### config.mk
export PLATFORM = sky130hd
export DESIGN_NAME = datapath
export DESIGN_NICKNAME = d
export VERILOG_FILES = /design/src/rtl/datapath_pkg.sv /design/src/rtl/alu.sv /design/src/rtl/reg32.sv /design/src/rtl/datapath.sv
export SDC_FILE = /design/constraint.sdc
export NUM_CORES = 1
export LEC_CHECK = 0
export BUFFER_PORTS_ARGS = -buffer_cell sky130_fd_sc_hd__buf_4
export CAP_MARGIN = 20
export CELL_PAD_IN_SITES_DETAIL_PLACEMENT = 1
export CELL_PAD_IN_SITES_GLOBAL_PLACEMENT = 1
export CORE_MARGIN = 2
export CORE_UTILIZATION = 47
export DETAILED_ROUTE_END_ITERATION = 7
export HOLD_SLACK_MARGIN = 0.02
export PLACE_DENSITY_LB_ADDON = 0.1
export SLEW_MARGIN = 20
export SYNTH_ARGS = -nofsm -noshare
export SYNTH_HDL_FRONTEND = slang
export SYNTH_SLANG_ARGS = --single-unit
### constraint.sdc
create_clock -name clk -period 8.65 [get_ports clk]
set_input_delay 0.4325 -clock clk [delete_from_list [all_inputs] [get_ports clk]]
set_output_delay 0.4325 -clock clk [all_outputs]
set_load 0.01 [all_outputs]
### src/rtl/datapath_pkg.sv
// Shared definitions for the single-bus mini-RISC datapath.
// Bus source order and ALU op encodings live here.
package datapath_pkg;

    localparam int DATA_W = 32;
    localparam int C_W    = 19;

    // Listed in bus priority order, highest first.
    typedef enum logic [3:0] {
        SRC_NONE,
        SRC_PC,
        SRC_MDR,
        SRC_ZLO,
        SRC_ZHI,
        SRC_R2,
        SRC_R3,
        SRC_HI,
        SRC_LO,
        SRC_INPORT,
        SRC_C
    } bus_src_e;

    typedef enum logic [2:0] {
        OP_ADD,
        OP_AND,
        OP_OR,
        OP_NEG,
        OP_INC
    } alu_op_e;

endpackage

### src/rtl/alu.sv
// Combinational ALU: A comes from Y, B from the bus.
// All results wrap modulo 2^W.
module alu
    import datapath_pkg::*;
#(
    parameter int W = 32
) (
    input  logic [W-1:0] a,
    input  logic [W-1:0] b,
    input  alu_op_e      op,
    output logic [W-1:0] y
);

    always_comb begin
        y = a + b;
        unique case (op)
            OP_INC:  y = b + W'(1);
            OP_NEG:  y = '0 - b;
            OP_AND:  y = a & b;
            OP_OR:   y = a | b;
            default: y = a + b;
        endcase
    end

endmodule

### src/rtl/reg32.sv
// Register cell with asynchronous active-low clear and load enable.
// Reused for every datapath register.
module reg32 #(
    parameter int W = 32
) (
    input  logic         clk,
    input  logic         clr,
    input  logic         ld,
    input  logic [W-1:0] d,
    output logic [W-1:0] q
);

    always_ff @(posedge clk or negedge clr) begin
        if (!clr) begin
            q <= '0;
        end else if (ld) begin
            q <= d;
        end
    end

endmodule

### src/rtl/datapath.sv
// Single-bus 32-bit datapath: registers, bus mux, MDR mux and ALU.
// Sequenced externally through one-hot out/in strobes.
module datapath
    import datapath_pkg::*;
#(
    parameter int WIDTH = DATA_W
) (
    input  logic             clk,
    input  logic             clr,
    input  logic [WIDTH-1:0] MDatain,
    input  logic [WIDTH-1:0] InPort,
    input  logic             Read,
    input  logic             PCout,
    input  logic             Zlowout,
    input  logic             Zhighout,
    input  logic             MDRout,
    input  logic             R2out,
    input  logic             R3out,
    input  logic             LOout,
    input  logic             HIout,
    input  logic             InPortout,
    input  logic             Cout,
    input  logic             MARin,
    input  logic             Zin,
    input  logic             PCin,
    input  logic             MDRin,
    input  logic             IRin,
    input  logic             Yin,
    input  logic             R1in,
    input  logic             R2in,
    input  logic             R3in,
    input  logic             IncPC,
    input  logic             AND,
    input  logic             OR,
    input  logic             NEG,
    output logic [WIDTH-1:0] BusMuxOut,
    output logic [WIDTH-1:0] R1_q,
    output logic [WIDTH-1:0] PC_q,
    output logic [WIDTH-1:0] IR_q,
    output logic [WIDTH-1:0] MAR_q
);

    logic [WIDTH-1:0] bus;
    logic [WIDTH-1:0] r2;
    logic [WIDTH-1:0] r3;
    logic [WIDTH-1:0] y;
    logic [WIDTH-1:0] zlo;
    logic [WIDTH-1:0] zhi;
    logic [WIDTH-1:0] hi;
    logic [WIDTH-1:0] lo;
    logic [WIDTH-1:0] mdr;
    logic [WIDTH-1:0] mdr_d;
    logic [WIDTH-1:0] alu_y;
    logic [WIDTH-1:0] c_val;
    bus_src_e         src;
    alu_op_e          op;

    // First asserted strobe owns the bus.
    always_comb begin
        src = SRC_NONE;
        if (PCout) begin
            src = SRC_PC;
        end else if (MDRout) begin
            src = SRC_MDR;
        end else if (Zlowout) begin
            src = SRC_ZLO;
        end else if (Zhighout) begin
            src = SRC_ZHI;
        end else if (R2out) begin
            src = SRC_R2;
        end else if (R3out) begin
            src = SRC_R3;
        end else if (HIout) begin
            src = SRC_HI;
        end else if (LOout) begin
            src = SRC_LO;
        end else if (InPortout) begin
            src = SRC_INPORT;
        end else if (Cout) begin
            src = SRC_C;
        end
    end

    assign c_val = {{(WIDTH-C_W){IR_q[C_W-1]}}, IR_q[C_W-1:0]};

    always_comb begin
        bus = '0;
        unique case (src)
            SRC_PC:     bus = PC_q;
            SRC_MDR:    bus = mdr;
            SRC_ZLO:    bus = zlo;
            SRC_ZHI:    bus = zhi;
            SRC_R2:     bus = r2;
            SRC_R3:     bus = r3;
            SRC_HI:     bus = hi;
            SRC_LO:     bus = lo;
            SRC_INPORT: bus = InPort;
            SRC_C:      bus = c_val;
            default:    bus = '0;
        endcase
    end

    assign BusMuxOut = bus;

    always_comb begin
        op = OP_ADD;
        if (IncPC) begin
            op = OP_INC;
        end else if (NEG) begin
            op = OP_NEG;
        end else if (AND) begin
            op = OP_AND;
        end else if (OR) begin
            op = OP_OR;
        end
    end

    alu #(.W(WIDTH)) u_alu (
        .a  (y),
        .b  (bus),
        .op (op),
        .y  (alu_y)
    );

    assign mdr_d = Read ? MDatain : bus;

    reg32 #(.W(WIDTH)) u_r1 (
        .clk(clk), .clr(clr), .ld(R1in),
        .d(bus), .q(R1_q)
    );

    reg32 #(.W(WIDTH)) u_r2 (
        .clk(clk), .clr(clr), .ld(R2in),
        .d(bus), .q(r2)
    );

    reg32 #(.W(WIDTH)) u_r3 (
        .clk(clk), .clr(clr), .ld(R3in),
        .d(bus), .q(r3)
    );

    reg32 #(.W(WIDTH)) u_pc (
        .clk(clk), .clr(clr), .ld(PCin),
        .d(bus), .q(PC_q)
    );

    reg32 #(.W(WIDTH)) u_ir (
        .clk(clk), .clr(clr), .ld(IRin),
        .d(bus), .q(IR_q)
    );

    reg32 #(.W(WIDTH)) u_y (
        .clk(clk), .clr(clr), .ld(Yin),
        .d(bus), .q(y)
    );

    reg32 #(.W(WIDTH)) u_mar (
        .clk(clk), .clr(clr), .ld(MARin),
        .d(bus), .q(MAR_q)
    );

    reg32 #(.W(WIDTH)) u_mdr (
        .clk(clk), .clr(clr), .ld(MDRin),
        .d(mdr_d), .q(mdr)
    );

    reg32 #(.W(WIDTH)) u_zlo (
        .clk(clk), .clr(clr), .ld(Zin),
        .d(alu_y), .q(zlo)
    );

    // Only single-width ops exist, so Z's upper half always loads zero.
    reg32 #(.W(WIDTH)) u_zhi (
        .clk(clk), .clr(clr), .ld(Zin),
        .d('0), .q(zhi)
    );

    reg32 #(.W(WIDTH)) u_hi (
        .clk(clk), .clr(clr), .ld(1'b0),
        .d('0), .q(hi)
    );

    reg32 #(.W(WIDTH)) u_lo (
        .clk(clk), .clr(clr), .ld(1'b0),
        .d('0), .q(lo)
    );

endmodule

==> After elaboration in Yosys (flattened, before gate mapping) <==
Index checks and enable logic that the tools add are counted.
{ "word_totals": {"mem_bits_rw": 0, "input_bits": 90, "wordCells": 42, "n_memories": 0, "latch_bits": 0, "output_inout_bits": 160, "mem_bits_ro": 0, "reg_bits": 288} }
{ "op_classes": {"order_cmp": 0, "shifts": 0, "div_mod_pow": 0, "addsub": 3, "n_eq_ne": 11, "mux": 17, "reduce_logical": 0, "n_bitwise": 2, "n_mul": 0} }
{ "ops": {"columns": ["operator", "count"], "rows": [
  ["$pmux 32 s7", 1],
  ["$pmux 32 s4", 1],
  ["$mux 4", 10],
  ["$add 32x1->32 const B", 1],
  ["$add 32x32->32", 1],
  ["$and 32x32->32", 1],
  ["$mux 32", 1],
  ["$or 32x32->32", 1],
  ["$sub 1x32->32 const A", 1],
  ["$eq 4x2->1 const B", 2],
  ["$eq 4x3->1 const B", 2],
  ["$eq 4x4->1 const B", 2],
  ["$eq 3x2->1 const B", 2],
  ["$mux 2", 3],
  ["$eq 4x1->1 const B", 1],
  ["$eq 3x1->1 const B", 1],
  ["$eq 3x3->1 const B", 1],
  ["$mux 3", 1]
]} }

==> Longest topological paths before layout <==
Gate-level depths: netlist of the first run.
{ "depth": {"ltp_word": 14, "mapped_depth": 20, "depth_no_buf": 18} }

==> Cells and area by module <==
A second synthesis of the first run with hierarchy kept.
{ "hier_totals": {"hier_cells": 1857, "area_unflattened_um2": 22584.2} }
{ "modules_own_cells": {"columns": ["mod", "area_per_inst_um2", "instances", "cells_each", "seq_area_each_um2"], "rows": [
  ["reg32", 1345.0, 12, 68, 800.8],
  ["alu", 3617.2, 1, 599, 0.0],
  ["datapath", 2826.5, 1, 442, 0.0]
]} }

==> Least setup slack after synthesis of the first run <==
OpenSTA, ideal clock, no wires.
{ "synth_timing": {"kind": "input -> register", "from": "input R3out", "to": "register u_zlo.q[30]", "setup_ns": 0.082, "cell_stages": 19, "path_slack_ns": 3.898, "n_path_buf": 2, "t_required_ns": 8.568, "t_arrival_ns": 4.670, "path_cell_list": "or4_1 buf_2 nor4_2 a221oi_1 clkbuf_1 inv_1 ha_1 inv_1 fa_1 nor2b_1 o31a_1 o22ai_1 a21oi_1 a41oi_1 a221o_1 a31oi_1 xor2_1 nand2_1 a31oi_1"} }
{ "synth_between": {"elab_chain_len": 10} }
{ "synth_lines": {"columns": ["item", "line_no", "text"], "rows": [
  ["start: declaration", "datapath.sv:18", "input logic R3out,"],
  ["$mux 4 *", "datapath.sv:71", "end else if (R3out) begin"],
  ["$mux 4 *", "datapath.sv:69", "end else if (R2out) begin"],
  ["$mux 4 *", "datapath.sv:67", "end else if (Zhighout) begin"],
  ["$mux 4 *", "datapath.sv:65", "end else if (Zlowout) begin"],
  ["$mux 4 *", "datapath.sv:63", "end else if (MDRout) begin"],
  ["$mux 4 *", "datapath.sv:61", "if (PCout) begin"],
  ["$eq 4x4->1 (tied with other cells)", "datapath.sv:88", "unique case (src)"],
  ["$pmux 32 s7 *", "datapath.sv:88", null],
  ["net BusMuxOut[0]", "datapath.sv:36", "output logic [WIDTH-1:0] BusMuxOut,"],
  ["$add 32x32->32 (tied with other cells)", "alu.sv:21", "default: y = a + b;"],
  ["$pmux 32 s4 *", "alu.sv:16", "unique case (op)"],
  ["end signal: assignment", "reg32.sv:15", "q <= '0;"],
  ["end signal: assignment", "reg32.sv:17", "q <= d;"],
  ["end: declaration", "reg32.sv:10", "output logic [W-1:0] q"]
]} }
The timed path passes the listed nets; every way through them passes the cells marked *.
A chain may end at the register's enable or synchronous reset.

==> Worst setup path after layout of the first run <==
{ "layout_timing": {"from": "input PCout", "to": "register u_zlo.q[28]"} }
{ "layout_between": {"elab_chain_len": 5} }
{ "layout_lines": {"columns": ["item", "line_no", "text"], "rows": [
  ["start: declaration", "datapath.sv:13", "input logic PCout,"],
  ["$mux 4 *", "datapath.sv:61", null],
  ["$eq 4x4->1 (tied with other cells)", "datapath.sv:88", null],
  ["$pmux 32 s7 *", "datapath.sv:88", null],
  ["$add 32x32->32 (tied with other cells)", "alu.sv:21", null],
  ["$pmux 32 s4 *", "alu.sv:16", null]
]} }
Every way passes the cells marked *; elsewhere a longest branch is shown, timed or not.

==> impl_metrics.env, run 1 <==
export IMPL_die_area_um2=34400
export IMPL_power_mw=4.66
export IMPL_antenna_found_initial=0
export IMPL_hold_path_class="input pin to register"
export IMPL_dp_cells=2320
export IMPL_min_delay_path_depth=4
export IMPL_syn_area_per_cell_um2=8.92
export IMPL_gp_congestion=0.947
export IMPL_grt_pass1_vias=15020
export IMPL_antenna_cells=0
export IMPL_grt_pass1_wl_um=88600
export IMPL_crit_required_ns=9.08
export IMPL_drc=0
export IMPL_worstRegToRegCells=15
export IMPL_power_leakage_nw=8.08
export IMPL_h_tree_depth=2
export IMPL_ant_nets=0
export IMPL_grt_util_all_layers=0.336
export IMPL_finalSetupViolations=0
export IMPL_status="finished clean"
export IMPL_worstPathMaxFanout=67
export IMPL_io_buffers=249
export IMPL_cts_resized=0
export IMPL_fin_tns_setup_ns=0
export IMPL_max_freq_mhz=191
export IMPL_synth_seq_cells=288
export IMPL_ir_drop_mv=0.171
export IMPL_finalCritPeriodShare=0.606
export IMPL_design_area_um2=18900
export IMPL_crit_type="input pin to register"
export IMPL_synth_edf_count=0
export IMPL_grt_max_degree=79
export IMPL_core_um2=32500
export IMPL_drv_cap=0
export IMPL_synthFlopType="dfrtp_1"
export IMPL_dr_pass1_iters=5
export IMPL_cts_made_buffers=34
export IMPL_slew_headroom=0.248
export IMPL_fin_ws_ns=3.41
export IMPL_io_pins=250
export IMPL_async_reset_ff_frac=1.00
export IMPL_ys_seq_area_frac=0.465
export IMPL_rsz0062_at_grt="false"
export IMPL_nNetsFinal=2038
export IMPL_die_h_um=185
export IMPL_cp_start_kind="input pin"
export IMPL_dr_first_iter_drc_count=1001
export IMPL_clockRootBuffer="clkbuf_16"
export IMPL_syn_area_um2=15500
export IMPL_start_util=0.477
export IMPL_clk_latency_ns=0.53
export IMPL_clk_pin_slew_ns=0.06
export IMPL_fin_cells=2378
export IMPL_syn_nets=1859
export IMPL_skew_ns=0.0176
export IMPL_whs_ns=0.248
export IMPL_via_count=14496
export IMPL_vias_per_cell=6.10
export IMPL_hpwl_um=39900
export IMPL_fin_util=0.582
export IMPL_area_growth_pct=22.0
export IMPL_layout_drive_gt1_share=0.219
export IMPL_synth_top_cell_area_share=0.465
export IMPL_worstPathArrival_ns=5.67
export IMPL_hold_viol=0
export IMPL_tightest_slew_ns=1.12
export IMPL_fp_row_count=66
export IMPL_power_density_nw_per_um2=247
export IMPL_routed_wl_um=57300
export IMPL_clock_sinks=288
export IMPL_synth_largest_area_cell="dfrtp_1"
export IMPL_endpoint_kind="register"
export IMPL_wl_per_cell_um=24.1
export IMPL_synthCells=1736
export IMPL_ys_warn_count=0
export IMPL_dieWidth_um=185
export IMPL_synth_top_cells_by_count="a21oi_1 (288), dfrtp_1 (288), nor2_1 (281), clkbuf_1 (124), o21ai_0 (106)"
export IMPL_ys_types=66
export IMPL_cts_tree="built"
export IMPL_drv_slew=0
export IMPL_synth_area_top_cells="dfrtp_1 (47%), a21oi_1 (9.3%), nor2_1 (6.8%)"
export IMPL_dp_slack_ns=3.05
export IMPL_clockBufferDepth=3
export IMPL_dpl_cell_area_um2=17700
export IMPL_grt_ovfl_total=0
export IMPL_period_minus_slack_ns=5.24
registers in the layout (all words and copies together) (netlist names):
name / cells
u_pc.q: 32
u_mar.q: 32
u_zlo.q: 32
u_mdr.q: 32
u_ir.q: 32
u_r2.q: 32
u_y.q: 32
u_r3.q: 32
u_r1.q: 32
routing by layer:
metal / GRT usage / vias to the layer above / share of wire
met4: 0.105 / 0 / 0.031
met2: 0.523 / 517 / 0.45
met3: 0.0628 / 90 / 0.074
met5: 0 / - / 0
met1: 0.476 / 7389 / 0.44
li1: - / 6500 / -
placed cells by master, fill, tap and decap left out, types with 5 or more instances in the layout:
cell / count
xnor2_1: 46
a21oi_1: 288
dfrtp_1: 288
a21o_1: 13
clkbuf_8: 9
a211oi_2: 11
buf_4: 288
o221ai_1: 6
nand3_1: 9
clkbuf_16: 35
a22o_1: 12
nor2_1: 281
o211ai_1: 5
nand2b_1: 10
ha_1: 32
xor2_1: 9
nor2b_1: 61
nand2_1: 88
or2_2: 5
a211oi_1: 15
a221oi_1: 43
a221oi_2: 10
o22ai_1: 5
a221o_1: 20
o21ai_0: 106
a22oi_1: 14
or3_1: 7
o2bb2ai_1: 15
mux2_2: 36
and3_1: 7
inv_1: 46
and2_1: 5
nor4_2: 8
nor3_1: 16
a31oi_1: 5
and4_1: 9
nand4_1: 6
critical path, stage by stage:
cell and delay, ns:
buf_4 0.31, nor3_1 0.58, and3_1 0.83, a221o_1 0.29
a221oi_2 0.06, inv_1 0.15, ha_1 0.22, inv_1 0.07
fa_1 0.40, nor2b_1 0.17, o31a_1 0.19, o22ai_1 0.19
a21oi_1 0.47, a41oi_1 0.31, a221o_1 0.37, and3b_1 0.18
xnor2_1 0.14, nand2_1 0.08, a31oi_1 0.22
report_power, final:
| group | internal (mW) | leakage (nW) | switching [mW] | total, mW |
|---|---|---|---|---|
| Clock | 0.878 | 0.558 | 0.600 | 1.48 |
| Combinational | 0.584 | 4.28 | 0.807 | 1.39 |
| Sequential | 1.59 | 3.23 | 0.206 | 1.80 |
| Total | 3.05 | 8.08 | 1.61 | 4.66 |
final timing paths:
| check | from | endpoint | slack [ns] |
|---|---|---|---|
| min reg2reg | u_mdr.q[2] | u_mdr.q[2] | 0.51 |
| max reg2reg | u_zlo.q[9] | u_zlo.q[28] | 3.86 |
| max in group asynchronous | clr | u_zlo.q[25] | 6.75 |
| max | PCout | u_zlo.q[28] | 3.41 |
| min | MDatain[30] | u_mdr.q[30] | 0.25 |
| min in group asynchronous | clr | u_r1.q[7] | 0.45 |
logic make-up (layout without fill, tap and decap cells):
family / Yosys count / after routing / synth area share
compound gates: 593 / 593 / 0.239
xor+xnor: 55 / 55 / 0.0311
fa+ha+maj: 33 / 33 / 0.0272
buf+inv: 193 / 393 / 0.0480
flops: 288 / 288 / 0.465
mux: 38 / 38 / 0.0275
simple gates: 536 / 536 / 0.162
timing repair:
item / in CTS / in global routing
endpoints found under the hold margin: 75 / 0
setup buffers: 0 / 0
hold buffers: 1 / 0
layout make-up:
class                   instances  area [um^2]
clock buffers                  47         1010
clock inverters                10          128
fillers                      3737        13600
inverters                      46          173
multi-input cells            1255         7630
flip-flops and latches        288         7210
well taps                     442          553
repair buffers                290         2190
(Power assumes the default switching activity.)
==> inputs of run 2 (changes only) <==
Settings changed: CORE_UTILIZATION 47 to 39.
Clock period 8.65 ns to 4.79 ns, I/O delays scaled along.
==> run 2 against run 1 <==
Compared with the run above: cell area grew 3.1%; via count grew 0.39%; sequential power grew 81%; utilization shrank 8.2 points; non-clock buffer count grew 60; critical path depth shrank 3; critical endpoint is now u_zlo.q[26].
==> impl_metrics.env, run 2 (synthesis gave the netlist of run 1 again) <==
export IMPL_grt_pass1_vias=14812
export IMPL_io_buffers=249
export IMPL_fin_tns_setup_ns=0
export IMPL_finalSetupViolations=0
export IMPL_cp_start_kind="register"
export IMPL_grt_max_degree=123
export IMPL_core_um2=38900
export IMPL_clockRootBuffer="clkbuf_16"
export IMPL_min_delay_path_depth=4
export IMPL_fp_row_count=72
export IMPL_grt_util_all_layers=0.290
export IMPL_crit_type="register to register"
export IMPL_grt_pass1_wl_um=91900
export IMPL_clk_latency_ns=0.55
export IMPL_final_cell_mix="buf_4 (344), a21oi_1 (288), dfrtp_1 (288)"
export IMPL_tightest_slew_ns=1.00
export IMPL_die_h_um=203
export IMPL_final_common_cell="buf_4"
export IMPL_max_freq_mhz=228
export IMPL_routed_wl_um=60000
export IMPL_slew_headroom=0.331
export IMPL_start_util=0.398
export IMPL_nNetsFinal=2099
export IMPL_clk_pin_slew_ns=0.06
export IMPL_fillers=4567
export IMPL_worstRegToRegCells=16
export IMPL_worstPathMaxFanout=4
export IMPL_gp_congestion=0.925
export IMPL_antenna_found_initial=0
export IMPL_h_tree_depth=2
export IMPL_dp_cells=2455
export IMPL_dr_first_iter_drc_count=928
export IMPL_antenna_cells=0
export IMPL_finalCritPeriodShare=0.914
export IMPL_layout_drive_gt1_share=0.242
export IMPL_whs_ns=0.0375
export IMPL_period_minus_slack_ns=4.38
export IMPL_seq_area_um2=7210
export IMPL_via_count=14552
export IMPL_die_area_um2=41300
export IMPL_grt_ovfl_total=0
export IMPL_cts_tree="built"
export IMPL_drc=0
export IMPL_ir_drop_mv=0.249
export IMPL_clockBufferDepth=3
export IMPL_status="finished clean"
export IMPL_multi_input_area_um2=7640
export IMPL_power_leakage_nw=8.38
export IMPL_cts_made_buffers=35
export IMPL_ant_nets=0
export IMPL_hpwl_um=43800
export IMPL_dr_pass1_iters=5
export IMPL_hold_viol=0
export IMPL_area_growth_pct=25.7
export IMPL_power_density_nw_per_um2=440
export IMPL_crit_required_ns=5.17
export IMPL_skew_ns=0.0223
export IMPL_drv_cap=0
export IMPL_endpoint_kind="register"
export IMPL_wl_per_cell_um=23.8
export IMPL_hold_path_class="input pin to register"
export IMPL_worstPathArrival_ns=4.76
export IMPL_dieWidth_um=203
export IMPL_vias_per_cell=5.78
export IMPL_drv_slew=0
export IMPL_io_pins=250
export IMPL_fin_cells=2517
export IMPL_clock_sinks=288
export IMPL_rsz0062_at_grt="false"
## run 2: cell types whose count changed in the layout (fill, tap and decap cells not counted), sizes merged
cell,previous run,this run
dlygate4sd3,1,2
clkinv,6,8
clkbuf,47,48
bufinv,2,3
buf,289,348
clkinvlp,2,1
## run 2: what timing repair did
item / CTS / global route
hold buffers: 2 / 0
buffers inserted: 0 / 0
hold endpoints to repair: 121 / 0
gates resized for setup: 0 / 0
## run 2: worst paths after layout
check / slack [ns] / to / startpoint
min in group asynchronous: 0.36 / u_mar.q[3] / clr
worst max register to register: 0.41 / u_zlo.q[26] / u_mdr.q[6]
worst min-delay path: 0.04 / u_mdr.q[14] / MDatain[14]
max in group asynchronous: 3.36 / u_y.q[28] / clr
worst max-delay path: 0.41 / u_zlo.q[26] / u_mdr.q[6]
worst min register to register: 0.51 / u_mdr.q[26] / u_mdr.q[26]
## run 2: per-stage QoR
stage,instance area (um^2),power [mW],util,setup slack [ns]
global route,19500,8.99,0.500,0.131
finish,19500,8.56,0.500,0.411
floorplan,15500,4.59,-,0.231
global placement,18300,5.84,0.471,0.0627
detailed placement,18300,5.91,0.471,0.0184
CTS,19500,8.60,0.500,0.443
## run 2: critical path: stages (launching register included)
cell and delay [ns]:
dfrtp_1 0.40, a221o_1 0.40, a221o_1 0.35, a221oi_2 0.32
inv_1 0.14, ha_1 0.25, or3_1 0.44, or2_2 0.30
o22ai_1 0.24, a21oi_1 0.17, buf_4 0.18, a221o_1 0.29
a31oi_1 0.21, xor2_1 0.17, o221ai_1 0.11, a21oi_1 0.17
a21oi_1 0.09
## run 2: area by class of cell
class | count | share of cell area
Clock inverter | 12 | 0.00823
Tap cell | 518 | 0.0333
Multi-Input combinational cell | 1255 | 0.393
Inverter | 46 | 0.00887
Sequential cell | 288 | 0.370
Clock buffer | 48 | 0.0491
Timing Repair Buffer | 350 | 0.138
## run 2: routing by layer
| metal | routed length (um) | track usage | part of all wire | vias to the layer above |
|---|---|---|---|---|
| met2 | 26700 | 0.439 | 0.44 | 468 |
| met4 | 1100 | 0.0727 | 0.018 | 0 |
| met5 | 0 | 0 | 0 | - |
| met3 | 4540 | 0.0570 | 0.076 | 57 |
| met1 | 27700 | 0.425 | 0.46 | 7400 |
| li1 | - | - | - | 6627 |
## run 2: power by group
group	switching [mW]	internal, mW	total [mW]
clock network	1.09	1.56	2.65
registers	0.389	2.87	3.26
logic	1.51	1.14	2.65
==> inputs of run 3 (changes only) <==
Settings changed: CORE_UTILIZATION 39 to 47.
Clock period 4.79 ns to 5.43 ns, I/O delays scaled along.
==> run 3 against run 2 <==
Compared with the run above: clock skew about the same; die area down 17%; non-clock buffer count down 48; count of clock-buffer cells in the layout up 4; largest cell class unchanged; highest routed layer unchanged.
==> impl_metrics.env, run 3 (synthesis gave the netlist of run 1 again) <==
export IMPL_status="finished clean"
export IMPL_worstPathMaxFanout=11
export IMPL_rsz0062_at_grt="false"
export IMPL_m1WireLength_um=24900
export IMPL_endpoint_kind="register"
export IMPL_cts_resized=0
export IMPL_area_growth_pct=22.7
export IMPL_crit_type="input pin to register"
export IMPL_io_pins=250
export IMPL_cp_start_kind="input pin"
export IMPL_dr_wl_met2_um=25800
export IMPL_worstPathArrival_ns=5.21
export IMPL_skew_ns=0.0221
export IMPL_p_comb_frac=0.302
export IMPL_io_buffers=249
export IMPL_hold_viol=0
export IMPL_wl_met3_um=4770
export IMPL_cp_top_family="compound AO/OA/AOI/OAI gates"
export IMPL_worstRegToRegCells=15
export IMPL_cp_slowest_cell="o31ai_1"
export IMPL_seq_power_share=0.383
export IMPL_nNetsFinal=2051
export IMPL_layout_drive_gt1_share=0.222
export IMPL_cp_endpoint="u_zlo.q[29]"
export IMPL_crit_required_ns=5.80
export IMPL_vias_per_cell=6.11
export IMPL_clockRootBuffer="clkbuf_16"
export IMPL_max_freq_mhz=207
export IMPL_tightest_slew_ns=1.08
export IMPL_ant_nets=0
export IMPL_grt_pass1_vias=14894
export IMPL_ir_drop_mv=0.339
export IMPL_switching_share=0.348
export IMPL_grt_ovfl_total=0
export IMPL_hold_path_class="input pin to register"
export IMPL_crit_buf_inv=3
export IMPL_fin_tns_setup_ns=0
export IMPL_slew_headroom=0.278
export IMPL_cts_made_buffers=35
export IMPL_drc=0
export IMPL_die_area_um2=34400
export IMPL_worstPathCellList="buf_4 > nor3b_1 > o31ai_1 > nor3_2 > buf_4 > a221oi_1 > inv_1 > ha_1 > nor3_1 > o21ai_0 > a2111oi_0 > a21oi_1 > o21ai_0 > a21oi_1 > or4_1 > a21oi_1 > a211oi_1"
export IMPL_final_common_cell="buf_4"
export IMPL_dr_first_iter_drc_count=1099
export IMPL_p_int_mw=4.85
export IMPL_timing_critical_path_from="Cout"
export IMPL_grt_util_all_layers=0.336
export IMPL_routed_wl_um=57300
export IMPL_core_um2=32500
export IMPL_fp_row_count=66
export IMPL_routed_top_layer="met4"
export IMPL_clkPwrFrac=0.315
export IMPL_clock_sinks=288
export IMPL_power_switching_mw=2.59
export IMPL_cts_tree="built"
export IMPL_antenna_found_initial=0
export IMPL_final_cell_mix="buf_4 (296), a21oi_1 (288), dfrtp_1 (288)"
export IMPL_period_minus_slack_ns=4.83
export IMPL_power_leakage_nw=8.14
export IMPL_via_count=14642
export IMPL_wl_per_cell_um=23.9
export IMPL_worstReg2RegStart="u_mdr.q[6]"
export IMPL_h_tree_depth=2
export IMPL_antenna_cells=0
export IMPL_r2r_end="u_zlo.q[28]"
export IMPL_post_cts_buffers=0
export IMPL_drv_cap=0
export IMPL_cpPeakStageDelay_ns=0.72
export IMPL_clk_latency_ns=0.53
export IMPL_finalCritPeriodShare=0.890
export IMPL_dpl_cell_area_um2=17800
export IMPL_cp_depth=17
export IMPL_dieWidth_um=185
export IMPL_reg2reg_slack_ns=0.76
export IMPL_power_density_nw_per_um2=392
export IMPL_grt_max_degree=116
export IMPL_start_util=0.477
export IMPL_hpwl_um=40100
export IMPL_design_area_um2=19000
export IMPL_clk_pin_slew_ns=0.06
export IMPL_clockBufferDepth=3
export IMPL_grt_pass1_wl_um=88500
export IMPL_die_h_um=185
export IMPL_gp_congestion=0.950
export IMPL_dr_pass1_iters=5
export IMPL_drv_slew=0
export IMPL_crit_path_frequent_cell="a21oi_1"
export IMPL_finalSetupViolations=0
run 3: cell count changes in the layout (fill, tap and decap cells not counted), sizes merged:
cell and change:
buf -47, bufinv -1, clkbuf +4, clkinv -2, dlygate4sd3 -1, inv +1
run 3: per-stage QoR:
stage / setup WS, ns / instances / power, mW / util / hold WS (ns)
after global placement: 0.349 / 2331 / 4.98 / 0.550 / 0.392
after detailed placement: 0.181 / 2331 / 5.07 / 0.550 / 0.386
final: 0.595 / 2395 / 7.44 / 0.585 / 0.0873
after global routing: 0.261 / 2395 / 7.80 / 0.585 / 0.109
after floorplan: 0.839 / 1736 / 4.05 / - / -0.0241
after CTS: 0.667 / 2394 / 7.44 / 0.585 / 0.0835
run 3: repair_timing:
item                                   4_1_cts  5_1_grt
setup endpoints to repair                    0        0
hold buffers                                 1        0
endpoints found under the hold margin      112        0
run 3: worst min path at each step:
stage / from / endpoint / slack, ns / cells after the start
after floorplan: clr / u_ir.q[0] / -0.02 / 0
after global placement: clr / u_r1.q[5] / 0.39 / 1
after detailed placement: clr / u_r1.q[4] / 0.39 / 1
after CTS: MDatain[29] / u_mdr.q[29] / 0.08 / 4
after global routing: MDatain[31] / u_mdr.q[31] / 0.11 / 4
final: MDatain[30] / u_mdr.q[30] / 0.09 / 4
run 3: final cells by class:
class	count	area [um^2]
Clock buffer	52	1000
Clock inverter	10	131
Fill cell	3773	13500
Inverter	46	173
Multi-Input combinational cell	1255	7620
Sequential cell	288	7210
Tap cell	442	553
Timing Repair Buffer	302	2320
run 3: per-layer routing:
metal / global-route usage / up-vias
li1: - / 6540
met1: 0.473 / 7434
met2: 0.515 / 560
met3: 0.0753 / 108
met4: 0.109 / 0
met5: 0 / -
run 3: power groups by stage:
stage	combinational [mW]	clock (mW)	sequential, mW
finish	2.25	2.34	2.85
detailed placement	2.20	0	2.86
CTS	2.23	2.37	2.84
floorplan	1.22	0	2.83
global route	2.45	2.45	2.89
global placement	2.14	0	2.85
run 3: tightest hold or removal path, delay by kind of cell:
| kind | cells | cell delay [ns] |
|---|---|---|
| mux | 1 | 0.14 |
| buf+inv | 1 | 0.07 |
| compound gates | 1 | 0.06 |
| simple gates | 1 | 0.03 |
